===== src/rtl/demux18_tdm_enable_if.sv =====
// Link-side signal bundle for the TDM receive demux: serial input side plus
// the rebuilt-frame and status outputs.
`timescale 1ns/1ps

interface demux18_tdm_enable_if #(
  parameter int unsigned DATA_W = 1
);

  localparam int unsigned Y_W = 8 * DATA_W;

  // Serial side (driven toward the demux)
  logic              e;          // active-low enable
  logic [DATA_W-1:0] din;        // serial channel sample
  logic              sync;       // high while slot 0 is on din

  // Demux results
  logic [2:0]        sel;        // current slot index, feeds the mux select
  logic [Y_W-1:0]    y;          // rebuilt 8-channel frame
  logic              valid;      // one-cycle pulse when y updates
  logic              frame_err;  // one-cycle pulse on a framing violation
  logic              locked;     // high while collecting frames
  logic [3:0]        err_cnt;    // saturating count of frame errors

  // Stream source / consumer side
  modport master (
    output e, din, sync,
    input  sel, y, valid, frame_err, locked, err_cnt
  );

  // Demux side
  modport slave (
    input  e, din, sync,
    output sel, y, valid, frame_err, locked, err_cnt
  );

endinterface


===== src/rtl/demux18_tdm_enable.sv =====
// Receive end of an 8:1 TDM link. Owns the slot counter that steers the
// transmitting mux, samples one slot per enabled clock, and rebuilds the
// 8-channel frame with a valid strobe and channel-0 sync checking.
`timescale 1ns/1ps

module demux18_tdm_enable #(
  parameter int unsigned DATA_W = 1,
  parameter bit          STRICT = 1'b1
) (
  input  logic                 clk,
  input  logic                 rst_n,
  demux18_tdm_enable_if.slave  bus
);

  localparam int unsigned Y_W     = 8 * DATA_W;
  localparam logic [2:0]  SLOT_0  = 3'd0;
  localparam logic [2:0]  SLOT_1  = 3'd1;
  localparam logic [2:0]  SLOT_7  = 3'd7;
  localparam logic [3:0]  ERR_MAX = 4'hF;

  typedef enum logic {
    HUNT    = 1'b0,
    COLLECT = 1'b1
  } state_t;

  state_t                  state;
  logic [2:0]              sel_q;
  logic [6:0][DATA_W-1:0]  shadow_q;   // slots 0..6 of the frame in flight
  logic [Y_W-1:0]          y_q;
  logic                    valid_q;
  logic                    frame_err_q;
  logic [3:0]              err_cnt_q;

  // Error counter increment that sticks at its maximum
  function automatic logic [3:0] sat_inc(input logic [3:0] v);
    return (v == ERR_MAX) ? v : v + 4'd1;
  endfunction

  // Slot sequencing, frame assembly and framing checks
  always_ff @(posedge clk) begin
    if (!rst_n) begin
      state       <= HUNT;
      sel_q       <= SLOT_0;
      shadow_q    <= '0;
      y_q         <= '0;
      valid_q     <= 1'b0;
      frame_err_q <= 1'b0;
      err_cnt_q   <= '0;
    end else begin
      // Strobes are single-cycle; a frozen cycle also keeps them low
      valid_q     <= 1'b0;
      frame_err_q <= 1'b0;

      if (!bus.e) begin
        case (state)
          HUNT: begin
            // Wait for a marked slot 0; sel stays parked at 0 meanwhile
            if (bus.sync) begin
              shadow_q[0] <= bus.din;
              sel_q       <= SLOT_1;
              state       <= COLLECT;
            end
          end

          COLLECT: begin
            if (bus.sync && (sel_q != SLOT_0)) begin
              // Early sync: drop the partial frame and restart at slot 0
              frame_err_q <= 1'b1;
              err_cnt_q   <= sat_inc(err_cnt_q);
              shadow_q[0] <= bus.din;
              sel_q       <= SLOT_1;
            end else if ((sel_q == SLOT_0) && !bus.sync && STRICT) begin
              // Missing marker at slot 0: lose lock, capture nothing
              frame_err_q <= 1'b1;
              err_cnt_q   <= sat_inc(err_cnt_q);
              state       <= HUNT;
            end else if (sel_q == SLOT_7) begin
              // Last slot completes the frame straight from din
              y_q     <= {bus.din, shadow_q};
              valid_q <= 1'b1;
              sel_q   <= SLOT_0;
            end else begin
              // Ordinary slot (also slot 0 with sync, or unmarked in lenient mode)
              shadow_q[sel_q] <= bus.din;
              sel_q           <= sel_q + 3'd1;
            end
          end
        endcase
      end
    end
  end

  // Output drive: everything comes straight from registers
  assign bus.sel       = sel_q;
  assign bus.y         = y_q;
  assign bus.valid     = valid_q;
  assign bus.frame_err = frame_err_q;
  assign bus.locked    = (state == COLLECT);
  assign bus.err_cnt   = err_cnt_q;

endmodule


===== src/flat_wrapper.sv =====
// flat-port wrapper written by rule: the top's interface ports become plain ports
module demux18_tdm_enable_flat 
#(
  parameter int unsigned DATA_W = 1,
  parameter bit          STRICT = 1'b1
)
  (clk, rst_n, bus_e, bus_din, bus_sync, bus_sel, bus_y, bus_valid, bus_frame_err, bus_locked, bus_err_cnt);
  demux18_tdm_enable_if #(.DATA_W(DATA_W)) bus_i ();
  input  logic clk;
  input  logic rst_n;
  input wire logic [$bits(bus_i.e)-1:0] bus_e;
  input wire logic [$bits(bus_i.din)-1:0] bus_din;
  input wire logic [$bits(bus_i.sync)-1:0] bus_sync;
  output wire logic [$bits(bus_i.sel)-1:0] bus_sel;
  output wire logic [$bits(bus_i.y)-1:0] bus_y;
  output wire logic [$bits(bus_i.valid)-1:0] bus_valid;
  output wire logic [$bits(bus_i.frame_err)-1:0] bus_frame_err;
  output wire logic [$bits(bus_i.locked)-1:0] bus_locked;
  output wire logic [$bits(bus_i.err_cnt)-1:0] bus_err_cnt;
  assign bus_i.e = bus_e;
  assign bus_i.din = bus_din;
  assign bus_i.sync = bus_sync;
  assign bus_sel = bus_i.sel;
  assign bus_y = bus_i.y;
  assign bus_valid = bus_i.valid;
  assign bus_frame_err = bus_i.frame_err;
  assign bus_locked = bus_i.locked;
  assign bus_err_cnt = bus_i.err_cnt;
  demux18_tdm_enable #(.DATA_W(DATA_W), .STRICT(STRICT)) u_core (.clk(clk), .rst_n(rst_n), .bus(bus_i));
endmodule

===== config.mk =====
export PLATFORM = sky130hd
export DESIGN_NAME = demux18_tdm_enable_flat
export DESIGN_NICKNAME = d
export VERILOG_FILES = /design/src/rtl/demux18_tdm_enable_if.sv /design/src/rtl/demux18_tdm_enable.sv /design/src/flat_wrapper.sv
export SDC_FILE = /design/constraint.sdc
export NUM_CORES = 1
export LEC_CHECK = 0
export BUFFER_PORTS_ARGS = -buffer_cell sky130_fd_sc_hd__buf_2
export CAP_MARGIN = 20
export CORE_MARGIN = 5
export CORE_UTILIZATION = 55
export CTS_BUF_LIST = sky130_fd_sc_hd__clkbuf_4 sky130_fd_sc_hd__clkbuf_8 sky130_fd_sc_hd__clkbuf_16
export DETAILED_ROUTE_END_ITERATION = 16
export PLACE_DENSITY = 0.79
export SETUP_SLACK_MARGIN = 0.1
export SLEW_MARGIN = 20
export SYNTH_ARGS = -nofsm -noshare
export SYNTH_HDL_FRONTEND = slang
export SYNTH_SLANG_ARGS = --single-unit
export TNS_END_PERCENT = 30

===== constraint.sdc =====
create_clock -name clk -period 3.8 [get_ports clk]
set_input_delay 0.76 -clock clk [delete_from_list [all_inputs] [get_ports clk]]
set_output_delay 0.76 -clock clk [all_outputs]
set_load 0.01 [all_outputs]

==> results of run 1 <==
## per-layer routing
layer	global-route usage, %	vias up	part of all wire, %
met2	29.5	28	51
met1	19.9	510	43
li1	-	515	-
met5	0	-	0
met3	3.44	6	4.4
met4	8.81	0	1.9
## how the worst min path moves through the flow
| stage | startpoint | endpoint | slack, ns | cells past startpoint |
|---|---|---|---|---|
| 2_1_floorplan | u_core.shadow_q[0]$_SDFFE_PN0P_ | u_core.bus.y[0]$_SDFFE_PN0P_ | 0.43 | 2 |
| 3_3_place_gp | u_core.bus.y[4]$_SDFFE_PN0P_ | u_core.bus.y[4]$_SDFFE_PN0P_ | 0.44 | 2 |
| 3_5_place_dp | u_core.shadow_q[3]$_SDFFE_PN0P_ | u_core.bus.y[3]$_SDFFE_PN0P_ | 0.45 | 2 |
| 4_1_cts | u_core.shadow_q[3]$_SDFFE_PN0P_ | u_core.bus.y[3]$_SDFFE_PN0P_ | 0.46 | 2 |
| 5_1_grt | u_core.bus.y[1]$_SDFFE_PN0P_ | u_core.bus.y[1]$_SDFFE_PN0P_ | 0.49 | 2 |
| 6_report | u_core.shadow_q[3]$_SDFFE_PN0P_ | u_core.bus.y[3]$_SDFFE_PN0P_ | 0.46 | 2 |
## stage by stage
stage | area (µm²) | total power [W] | hold WS [ns] | cells | setup WS, ns
after detailed placement | 1300 | 0.000313 | 0.448 | 178 | 1.51
after CTS | 1330 | 0.000439 | 0.465 | 182 | 1.46
final | 1330 | 0.000437 | 0.460 | 182 | 1.44
after floorplan | 1190 | 0.000304 | 0.432 | 135 | 1.65
after global placement | 1300 | 0.000312 | 0.439 | 178 | 1.57
after global routing | 1330 | 0.000456 | 0.488 | 182 | 1.29
## logic make-up after synthesis
group	after synthesis
flip-flops	25
multiplexers	7
adder cells (fa/ha/maj)	7
AO/OA/AOI/OAI	27
buffers and inverters	15
AND/OR/NAND/NOR	54
## cell type report
cell class                 count  share of cell area [%]
clock buffer                   3                    1.69
clock inverter                 1                   0.565
inverter                       9                    2.54
tap                           27                    2.54
timing repair buffer          22                    8.29
multi-input combinational     95                    46.7
sequential                    25                    37.7
## where the power goes
group / leakage (nW) / internal (W) / total (W) / switching [W]
clock network: 0.0139 / 0.0000404 / 0.000129 / 0.0000883
registers: 0.202 / 0.000265 / 0.000270 / 0.00000411
logic: 0.371 / 0.0000139 / 0.0000388 / 0.0000249
## sequential cells by signal (all words and copies together) (netlist names)
name                  count
u_core.bus.err_cnt        4
u_core.bus.sel            3
u_core.bus.locked         1
u_core.bus.valid          1
u_core.bus.frame_err      1
u_core.shadow_q           7
u_core.bus.y              8
## layout by cell type, fill, tap and decap left out
cell type,instances
o21a_1,1
nand4_1,2
nand2_1,26
clkbuf_4,3
mux2i_1,7
and4b_1,1
dfxtp_1,25
or2_2,1
a2111oi_0,2
nor2_1,2
clkinvlp_4,1
inv_1,9
nor2b_1,4
o2111a_1,1
nand3_1,6
o21ai_0,2
nor4b_2,1
buf_2,22
a2111o_1,1
or3b_1,2
o41ai_1,2
o211ai_1,1
nand4b_1,1
and3_1,2
a211oi_1,1
o311ai_1,2
ha_1,7
nand2b_1,4
a31oi_1,1
nor4_1,1
or3_1,1
a31o_2,1
a21oi_1,12
## worst register-to-register path, delay by kind of cell (launching register included)
family | cells | cell delay, ns
flip-flops | 1 | 0.39
AND/OR/NAND/NOR | 3 | 1.14
AO/OA/AOI/OAI | 1 | 0.14
buffers and inverters | 2 | 0.21
adder cells (fa/ha/maj) | 2 | 0.44
==> run metrics, run 1 <==
outcome=complete, no violations; Iter 0 DRT Violations=18; clock-pin slew on the worst setup and hold paths=0.15 ns; TNS Setup=0 ns; Filler cells=187; Routed WL=2580 µm; path category of the worst min-delay check=register to register; vias in the first global route=984; Power Density=329 nW/µm²; leakage power=0.587 nW; top-level I/O count=23; Via density=5.82; proportion of layout cells with a drive suffix above 1=18.7%; fmax=424 MHz; Syn Inst Count=135; synthesized area=1190 µm²; syn_nets=147; YS warnings=0; Slew Limit Fails=0; CP required=4.08 ns; most frequent cell after synthesis=nand2_1; grt ovf=0; mux contribution to synthesized area=5.89%; area occupied by multi-input gates=621 µm²; xor/xnor share of the synthesized area=0%; CTS Buf Count=3; Final Core Density=66.4%; Starting Density=59.4%; gp weighted congestion=0.869; Sequential Area=500 µm²; crit-path cells=inv_1, ha_1, nor2b_1, inv_1, ha_1, or3b_1, or3_1, a21oi_1; clk_skew=0.00475 ns; vias=1059; CP Depth=8; Area growth syn-to-layout=11.7%; drt drc=0; antenna-violating nets left=0; WS Path Type=register to register; Antenna Cells=0; Critical Path Start=u_core.bus.sel[1]$_SDFFE_PN0P_; worst vdd ir=216 µV; number of synthesized flops with an enable pin=0; Fin. Hold Viols=0; Reg2Reg Launch Point=u_core.bus.sel[1]$_SDFFE_PN0P_; core box area=2000 µm²; Reg2Reg Setup Slack=1.44 ns; Tmin final=2.36 ns; port bufs=22; first-pass GRT wire length=4370 µm; Worst Tran Pin Value=0.584 ns; die width=56.5 µm; root buf cell=clkbuf_4; Crit path max-delay family=simple AND/OR/NAND/NOR gates; Post-Synth Adder-Cell Area=7.36%; Worst setup endpoint=u_core.bus.err_cnt[0]$_SDFFE_PN0P_; setup repair bufs after CTS=0; Die Y=56.5 µm; number of clock sinks=25; Post-Synth Simple-Gate Area=23.6%; Std-Cell Rows=16; # Max-Cap Violations=0; CP max stage cell=or3b_1; CTS tree=yes; Post-CTS Resized=0; post-synth top area cell=dfxtp_1; RSZ-0062 raised after global routing=false; FF+latch count, synth=25; worst r2r dst=u_core.bus.err_cnt[0]$_SDFFE_PN0P_; Synth area leaders=dfxtp_1 42%, nand2_1 8.2%, ha_1 7.4%; CP Data Arrival Time=2.64 ns; # hold bufs at CTS=0; post-synthesis compound-gate area fraction=15.4%; top cells by count, synth=26 x nand2_1, 25 x dfxtp_1, 12 x a21oi_1; Setup crit start kind=register; Yosys cell types=34; Slew Limit Headroom=60.9%; final setup fails=0; total track usage=17.2%; R2R depth=8; initial antenna violation count=0; CP Max Fanout=9; Tcrit/Tclk final=62.1%; syn_area_per_cell=8.81 µm²; worst path buffer plus inverter count=2; Max stage delay on crit path=0.49 ns; CTS H-tree depth=1; Synth top area share=42.1%; post-DP HPWL=1890 µm; maximum buffer depth of the clock tree=2; largest family of logic cells by synthesized area=simple AND/OR/NAND/NOR gates; Pre-antenna DRT Iters=4; share of synthesized registers carrying an async set or reset=0%; Wirelength per Cell=14.2 µm; nets@finish=168; Die ar.=3190 µm²; sequential element share of the synthesized area=42.1%; worst skew pair latency=0.34 ns; Post-synth top flop=dfxtp_1; largest net degree at the start of global routing=17; endpoint type of the worst setup path=register
(Power assumes the default switching activity.)
==> inputs of run 2 (changes only) <==
--- a/config.mk
+++ b/config.mk
@@ -5,13 +5,15 @@
 export SDC_FILE = /design/constraint.sdc
 export NUM_CORES = 1
 export LEC_CHECK = 0
+export ABC_AREA = 1
 export BUFFER_PORTS_ARGS = -buffer_cell sky130_fd_sc_hd__buf_2
 export CAP_MARGIN = 20
+export CORE_ASPECT_RATIO = 1.75
 export CORE_MARGIN = 5
-export CORE_UTILIZATION = 55
+export CORE_UTILIZATION = 53
 export CTS_BUF_LIST = sky130_fd_sc_hd__clkbuf_4 sky130_fd_sc_hd__clkbuf_8 sky130_fd_sc_hd__clkbuf_16
 export DETAILED_ROUTE_END_ITERATION = 16
-export PLACE_DENSITY = 0.79
+export PLACE_DENSITY = 0.77
 export SETUP_SLACK_MARGIN = 0.1
 export SLEW_MARGIN = 20
 export SYNTH_ARGS = -nofsm -noshare
==> constraint.sdc (replaced) <==
create_clock -name clk -period 2.3 [get_ports clk]
set_input_delay 0.46 -clock clk [delete_from_list [all_inputs] [get_ports clk]]
set_output_delay 0.46 -clock clk [all_outputs]
set_load 0.01 [all_outputs]
==> run metrics, run 2 <==
outcome=complete, no violations; Sw Ratio=25.1%; endpoint type of the worst setup path=register; proportion of layout cells with a drive suffix above 1=17.3%; port bufs=22; Iter 0 DRT Violations=58; Setup crit start kind=register; path category of the worst min-delay check=register to register; number of clock sinks=25; Fin. Hold Viols=0; Power Density=585 nW/µm²; post-synth top area cell=dfxtp_1; CP Data Arrival Time=2.12 ns; share of synthesized registers carrying an async set or reset=0%; Std-Cell Rows=23; maximum buffer depth of the clock tree=2; Via density=5.23; CTS Buf Count=3; Post-synth top flop=dfxtp_1; gp weighted congestion=0.924; clk_skew=0.00260 ns; grt ovf=0; Sequential Area=502 µm²; Filler cells=215; largest net degree at the start of global routing=19; antenna-violating nets left=0; post-DP HPWL=2020 µm; Antenna Cells=0; # Max-Cap Violations=0; met1 global-route usage=15.4%; CTS H-tree depth=1; # hold bufs at CTS=0; Wirelength per Cell=12.2 µm; sw power=0.000203 W; most frequent cells in the layout=27 x inv_1, 24 x nand2_1, 24 x dfxtp_1; max reg flops=8; GR Util met3=1.96%; final setup fails=0; CP Max Fanout=8; setup repair bufs after CTS=0; Slew Limit Headroom=74.3%; top cells by count, synth=27 x inv_1, 25 x dfxtp_1, 24 x nand2_1; number of synthesized flops with an enable pin=0; Synth top area share=41.2%; Synth area leaders=dfxtp_1 41%, inv_1 8.3%, a21oi_1 7.4%; TNS Setup=0 ns; Yosys cell types=21; Tcrit/Tclk final=83.4%; fmax=521 MHz; Slew Limit Fails=0; clock power share=32.8%; M2 GR Usage=31.3%; Worst Tran Pin Value=0.384 ns; FF+latch count, synth=25; Hold WS=0.441 ns; commonest non-fill, non-tap cell in the layout=inv_1; Die Y=73.3 µm; worst skew pair latency=0.27 ns; root buf cell=clkbuf_8; synthesized area=1210 µm²; WS Path Type=register to register; die width=46.2 µm; area occupied by multi-input gates=591 µm²; clock-pin slew on the worst setup and hold paths=0.08 ns; Die ar.=3390 µm²; drt drc=0; Seq pwr share=55.7%; Post-CTS Resized=0; first-pass GRT wire length=4200 µm; core box area=2240 µm²; leakage power=0.626 nW; Pre-antenna DRT Iters=4; Routed WL=2630 µm; initial antenna violation count=0; YS warnings=0; vias=1129; Area growth syn-to-layout=14.2%; total track usage=16.9%; busiest layer in global routing=met2; Tmin final=1.92 ns; sequential element share of the synthesized area=41.2%; vias in the first global route=1039; Syn Inst Count=167; most frequent cell after synthesis=inv_1; Pint=0.000608 W; top-level I/O count=23; RSZ-0062 raised after global routing=false; Starting Density=54.1%; combinational power share=11.5%; CTS tree=yes; CP required=2.50 ns; worst vdd ir=374 µV; syn_nets=179; syn_area_per_cell=7.27 µm²; nets@finish=204
[run 2: final timing paths]
check	from	end	slack, ns	depth (start not counted)
setup / recovery	u_core.bus.sel[1]$_SDFFE_PN0P_	u_core.shadow_q[2]$_SDFFE_PN0P_	0.38	9
setup reg to reg	u_core.bus.sel[1]$_SDFFE_PN0P_	u_core.shadow_q[2]$_SDFFE_PN0P_	0.38	9
hold / removal	u_core.bus.y[3]$_SDFFE_PN0P_	u_core.bus.y[3]$_SDFFE_PN0P_	0.44	2
hold reg to reg	u_core.bus.y[3]$_SDFFE_PN0P_	u_core.bus.y[3]$_SDFFE_PN0P_	0.44	2
[run 2: cell type report]
class	count	share of cell area, %
inverters	28	7.57
well taps	25	2.25
flip-flops and latches	25	36.2
clock buffers	4	3.52
repair buffers	22	7.94
multi-input cells	112	42.6
[run 2: power by group through the flow]
| stage | sequential (W) | combinational (W) | clock, W |
|---|---|---|---|
| detailed placement | 0.000462 | 0.0000921 | 0 |
| floorplan | 0.000463 | 0.0000619 | 0 |
| global placement | 0.000461 | 0.0000894 | 0 |
| CTS | 0.000452 | 0.0000928 | 0.000276 |
| global route | 0.000454 | 0.000105 | 0.000290 |
| finish | 0.000452 | 0.0000931 | 0.000266 |
[run 2: routing by layer]
layer  wire length (µm)  vias to the layer above  part of all wire, %
met5                  0                        -                    0
met4                123                        0                  4.7
met3                114                       11                  4.3
met2               1410                       31                   54
met1                975                      504                   37
li1                   -                      583                    -
[run 2: worst max-delay path: stages (launching register included)]
cell and delay, ns:
dfxtp_1 0.47, inv_1 0.12, ha_1 0.20, nand2_1 0.08, inv_1 0.07, ha_1 0.19, or2_2 0.28, nor2_1 0.19
nand3_1 0.10, a21oi_1 0.15
[run 2: stage by stage]
stage               power [W]  worst slack [ns]  utilization [%]  area, µm²  cells
floorplan            0.000524             0.487                -       1210    167
global placement     0.000550             0.449             59.6       1340    212
detailed placement   0.000554             0.364             59.6       1340    212
CTS                  0.000820             0.328             61.8       1390    216
global route         0.000850             0.183             61.8       1390    216
finish               0.000811             0.381             61.8       1390    216
[run 2: kinds of logic after synthesis]
| logic type | Yosys count | share of synthesized area (%) |
|---|---|---|
| flip-flops | 25 | 41.2 |
| AO/OA/AOI/OAI | 34 | 15.1 |
| AND/OR/NAND/NOR | 71 | 26.3 |
| adder cells (fa/ha/maj) | 7 | 7.21 |
| buffers and inverters | 30 | 10.2 |
